### src/rtl/uart_receiver.sv
// uart_receiver: 8N1 serial receiver for the transmitter link.
// RXD is synchronized, the frame is sampled near bit centres, and each good
// byte is presented on a registered valid/ack interface. Stop-bit failures
// raise frame_err; good bytes that cannot be stored raise overrun.
module uart_receiver #(
    parameter int CLKS_PER_BIT = 1
) (
    input  logic       clk,
    input  logic       reset,
    input  logic       RXD,
    output logic [0:7] rx_data,
    output logic       rx_valid,
    input  logic       rx_ack,
    output logic       rx_busy,
    output logic       frame_err,
    output logic       overrun
);

    localparam int CNT_W = (CLKS_PER_BIT > 1) ? $clog2(CLKS_PER_BIT) : 1;
    localparam int HALF  = (CLKS_PER_BIT - 1) / 2;
    localparam logic [CNT_W-1:0] CNT_LAST  = CNT_W'(CLKS_PER_BIT - 1);
    localparam logic [CNT_W-1:0] HALF_LAST = CNT_W'((HALF > 0) ? (HALF - 1) : 0);
    localparam logic [CNT_W-1:0] CNT_ONE   = CNT_W'(1);

    typedef enum logic [2:0] {
        ST_IDLE  = 3'd0,
        ST_START = 3'd1,
        ST_DATA  = 3'd2,
        ST_STOP  = 3'd3,
        ST_BREAK = 3'd4
    } state_t;

    state_t           state_q, state_d;
    logic             sync1_q, sync1_d;
    logic             sync2_q, sync2_d;
    logic [CNT_W-1:0] cnt_q, cnt_d;
    logic [2:0]       idx_q, idx_d;
    logic [0:7]       shift_q, shift_d;
    logic [0:7]       data_q, data_d;
    logic             valid_q, valid_d;
    logic             busy_q, busy_d;
    logic             ferr_q, ferr_d;
    logic             ovr_q, ovr_d;
    logic             rxd_s;
    logic             done_s;

    assign rxd_s     = sync2_q;
    assign rx_data   = data_q;
    assign rx_valid  = valid_q;
    assign rx_busy   = busy_q;
    assign frame_err = ferr_q;
    assign overrun   = ovr_q;

    // Next-state logic: synchronizer, frame FSM, and the byte handshake.
    always_comb begin
        sync1_d = RXD;
        sync2_d = sync1_q;
        state_d = state_q;
        cnt_d   = cnt_q;
        idx_d   = idx_q;
        shift_d = shift_q;
        data_d  = data_q;
        valid_d = valid_q;
        ferr_d  = 1'b0;
        ovr_d   = 1'b0;
        done_s  = 1'b0;

        case (state_q)
            ST_IDLE: begin
                if (rxd_s == 1'b0) begin
                    cnt_d = '0;
                    idx_d = 3'd0;
                    // With no half-bit delay the start check lands on t0 itself.
                    if (HALF == 0) begin
                        state_d = ST_DATA;
                    end else begin
                        state_d = ST_START;
                    end
                end else begin
                    state_d = ST_IDLE;
                end
            end
            ST_START: begin
                if (cnt_q == HALF_LAST) begin
                    cnt_d = '0;
                    idx_d = 3'd0;
                    if (rxd_s == 1'b1) begin
                        state_d = ST_IDLE;
                    end else begin
                        state_d = ST_DATA;
                    end
                end else begin
                    cnt_d = cnt_q + CNT_ONE;
                end
            end
            ST_DATA: begin
                if (cnt_q == CNT_LAST) begin
                    cnt_d          = '0;
                    shift_d[idx_q] = rxd_s;
                    if (idx_q == 3'd7) begin
                        state_d = ST_STOP;
                    end else begin
                        idx_d = idx_q + 3'd1;
                    end
                end else begin
                    cnt_d = cnt_q + CNT_ONE;
                end
            end
            ST_STOP: begin
                if (cnt_q == CNT_LAST) begin
                    cnt_d = '0;
                    if (rxd_s == 1'b1) begin
                        done_s  = 1'b1;
                        state_d = ST_IDLE;
                    end else begin
                        ferr_d  = 1'b1;
                        state_d = ST_BREAK;
                    end
                end else begin
                    cnt_d = cnt_q + CNT_ONE;
                end
            end
            ST_BREAK: begin
                if (rxd_s == 1'b1) begin
                    state_d = ST_IDLE;
                end else begin
                    state_d = ST_BREAK;
                end
            end
            default: begin
                state_d = ST_IDLE;
            end
        endcase

        // A completing byte wins over a plain ack; an ack in the same cycle frees the slot.
        if (done_s) begin
            if (!valid_q || rx_ack) begin
                data_d  = shift_q;
                valid_d = 1'b1;
            end else begin
                ovr_d = 1'b1;
            end
        end else if (valid_q && rx_ack) begin
            valid_d = 1'b0;
        end else begin
            valid_d = valid_q;
        end

        busy_d = (state_d != ST_IDLE);
    end

    // State and output registers with synchronous reset.
    always_ff @(posedge clk) begin
        if (reset) begin
            sync1_q <= 1'b1;
            sync2_q <= 1'b1;
            state_q <= ST_IDLE;
            cnt_q   <= '0;
            idx_q   <= 3'd0;
            shift_q <= 8'h00;
            data_q  <= 8'h00;
            valid_q <= 1'b0;
            busy_q  <= 1'b0;
            ferr_q  <= 1'b0;
            ovr_q   <= 1'b0;
        end else begin
            sync1_q <= sync1_d;
            sync2_q <= sync2_d;
            state_q <= state_d;
            cnt_q   <= cnt_d;
            idx_q   <= idx_d;
            shift_q <= shift_d;
            data_q  <= data_d;
            valid_q <= valid_d;
            busy_q  <= busy_d;
            ferr_q  <= ferr_d;
            ovr_q   <= ovr_d;
        end
    end

endmodule

### config.mk
export PLATFORM = sky130hd
export DESIGN_NAME = uart_receiver
export DESIGN_NICKNAME = d
export VERILOG_FILES = /design/src/rtl/uart_receiver.sv
export SDC_FILE = /design/constraint.sdc
export NUM_CORES = 1
export LEC_CHECK = 0
export CAP_MARGIN = 20
export CORE_MARGIN = 8
export CORE_UTILIZATION = 55
export CTS_CLUSTER_DIAMETER = 150
export DETAILED_ROUTE_END_ITERATION = 8
export DONT_BUFFER_PORTS = 1
export GPL_TIMING_DRIVEN = 0
export HOLD_SLACK_MARGIN = 0.12
export PLACE_DENSITY = 0.77
export SLEW_MARGIN = 10
export SYNTH_ARGS = -nofsm -noshare
export SYNTH_HDL_FRONTEND = slang
export SYNTH_SLANG_ARGS = --single-unit
export TNS_END_PERCENT = 100
### constraint.sdc
create_clock -name clk -period 1.9 [get_ports clk]
set_input_delay 0.38 -clock clk [delete_from_list [all_inputs] [get_ports clk]]
set_output_delay 0.38 -clock clk [all_outputs]
set_load 0.05 [all_outputs]
==> results.cfg <==
[pwr]
vdd_drop_max_mv = 0.4420
p_sw_uw = 210.7
swShare = 0.2227
powerDensity_nw_per_um2 = 748.7
pwr-share-clk = 0.309
seq_power_share = 0.639
combinationalPowerShare = 0.052
power.internal_uw = 735.4
finalPower_uw = 946.1
leakage_uw = 0.0005542

[timing]
rsz0062_at_grt = false
fin_skew_ns = 0.01442
finalSetupViolations = 0
tightest_slew_ns = 0.6310
setup_ws_ns = 0.1348
slew_headroom = 0.5685
drv_slew = 0
fmax_mhz = 566.5
final_hold_viol_count = 0
tns_ns = 0
finalCritPeriodShare = 0.9291
fin_crit_ns = 1.765

[synthesis]
synth-seq-cells = 28
ys_top_cells_by_count = dfxtp_1, nand2b_1, mux2i_1
ys_top_cells_by_area = dfxtp_1, mux2i_1, nand2b_1
async_flop_share = 0
synth_edf_count = 0
ys_warn_count = 0
yosysMostFrequentCell = dfxtp_1
syn_area_per_cell_um2 = 10.46
syn_inst = 114
synth_top_cell_by_area = dfxtp_1
synth_area_um2 = 1192
ys_seq_area_frac = 0.4701
synth_top_area_frac = 0.4701
syn-num-nets = 120
yosys.cell_types.count = 31
synth_ff_type = dfxtp_1

[clock_tree]
cts-root-buf = clkbuf_4
cts_max_path_buffers = 2
htreeDepth = 1
cts_tree = done
hold_buffers = 0
insertion_delay_ns = 0.33
cts_inserted_buffers = 3
postCtsSetupBuffers = 0
clock_sinks = 28
clk_pin_slew_worst_paths_ns = 0.16
cts_resized = 0

[setup_path]
slowest_stage = or4b_4
slowest_delay_ns = 0.49
crit_chain = ha_1, ha_1, or4b_4, o31ai_1, mux2i_1
required_ns = 2.18
crit_fanout = 8
critPathBufInv = 0
critPathTopFamily = simple AND/OR/NAND/NOR gates
criticalPathCategory = reg -> reg
cp-end-kind = flip-flop
cp.arrival_ns = 2.04
cp_common_cell = ha_1
startpoint_type = flip-flop

[route]
drt-pass1-iter-count = 4
drt_iter0_drc = 15
vias_per_cell = 5.356
vias = 782
wire_per_inst_um = 14.49
drc = 0
wl_um = 2115
postRouteAntennaNets = 0

[finish]
drive_gt1_frac = 0.1356
diodes = 0
fin_nets = 125
post-route-util = 0.5941
syn_to_final_growth_pct = 5.981

[floorplanning]
rows = 17
core_um2 = 2127
dieArea_um2 = 3914
initial_utilization = 0.5606
io_pins = 16
dieWidth_um = 62.56
fp.dieH_um = 62.56

[status]
outcome = finished, final reports clean

[flow_run]
maxCapViolCount = 0

[placement]
dp_hpwl_um = 1429
place.gp.congestion = 0.8030
dp_slack_ns = 0.1605
numPortBuffers = 0

[grt]
grt_overflow = 0
grt_max_degree = 16
grt_use_total = 0.1080
grt_antenna_before_repair = 0
grt_pass1_wl_um = 3456
grt_pass1_vias = 770

[min_path]
hp-class = in -> reg
-- state kept, by name, summed over array words and instances, names as in the netlist --
| signal | cells |
|---|---|
| rx_data | 8 |
| shift_q | 8 |
| idx_q | 3 |
| state_q | 3 |
| frame_err | 1 |
| overrun | 1 |
| rx_busy | 1 |
| rx_valid | 1 |
| rxd_s | 1 |
| sync1_q | 1 |
-- worst paths after layout --
path | slack [ns] | to | startpoint | cells after the start
setup / recovery | 0.13 | idx_q[2] | idx_q[0] | 5
hold / removal | 0.15 | sync1_q | RXD | 1
setup reg to reg | 0.13 | idx_q[2] | idx_q[0] | 5
hold reg to reg | 0.43 | rxd_s | sync1_q | 1
-- power groups by stage --
| stage | clock, uW | combinational (uW) | sequential [uW] |
|---|---|---|---|
| after floorplan | 0 | 38.9 | 615 |
| final | 293 | 49.1 | 604 |
| after global routing | 318 | 53.7 | 606 |
| after global placement | 0 | 47.3 | 617 |
| after detailed placement | 0 | 49.6 | 617 |
| after CTS | 297 | 49.6 | 604 |
-- placed cells by master (no fill, tap or decap), drive strengths merged, types with 2 or more instances in the layout --
master	count
clkbuf	6
dfxtp	28
or2	4
nor2b	4
nand3	4
nor3b	2
nor2	2
buf	6
nand2b	21
nand3b	2
nand2	4
a21oi	3
ha	2
mux2i	18
-- metrics by stage --
step / hold WS, ns / instances / cell area, um2
after floorplan: 0.3895 / 114 / 1192
after global placement: 0.3919 / 142 / 1227
after detailed placement: 0.3928 / 142 / 1227
after CTS: 0.1336 / 146 / 1264
after global routing: 0.1288 / 146 / 1264
final: 0.1495 / 146 / 1264
-- cells by family (layout without fill, tap and decap cells) --
family | Yosys count | in the layout | share of synthesized area
AO/OA/AOI/OAI | 7 | 7 | 0.03988
adder cells (fa/ha/maj) | 2 | 2 | 0.02098
buffers and inverters | 8 | 12 | 0.03987
flip-flops | 28 | 28 | 0.4701
multiplexers | 18 | 18 | 0.1511
AND/OR/NAND/NOR | 51 | 51 | 0.2781
-- area by class of cell --
class                   instances  area [um2]
fillers                       189       863.3
multi-input cells              78       584.3
flip-flops and latches         28       560.5
plain buffers                   8       47.55
clock buffers                   4       36.28
well taps                      28       35.03
-- per-layer routing --
layer | vias to the layer above | track usage | share of wire
li1 | 401 | - | -
met1 | 358 | 0.1159 | 0.47
met2 | 16 | 0.1811 | 0.45
met3 | 7 | 0.03405 | 0.055
met4 | 0 | 0.06553 | 0.024
met5 | - | 0 | 0
(Power assumes the default switching activity.)
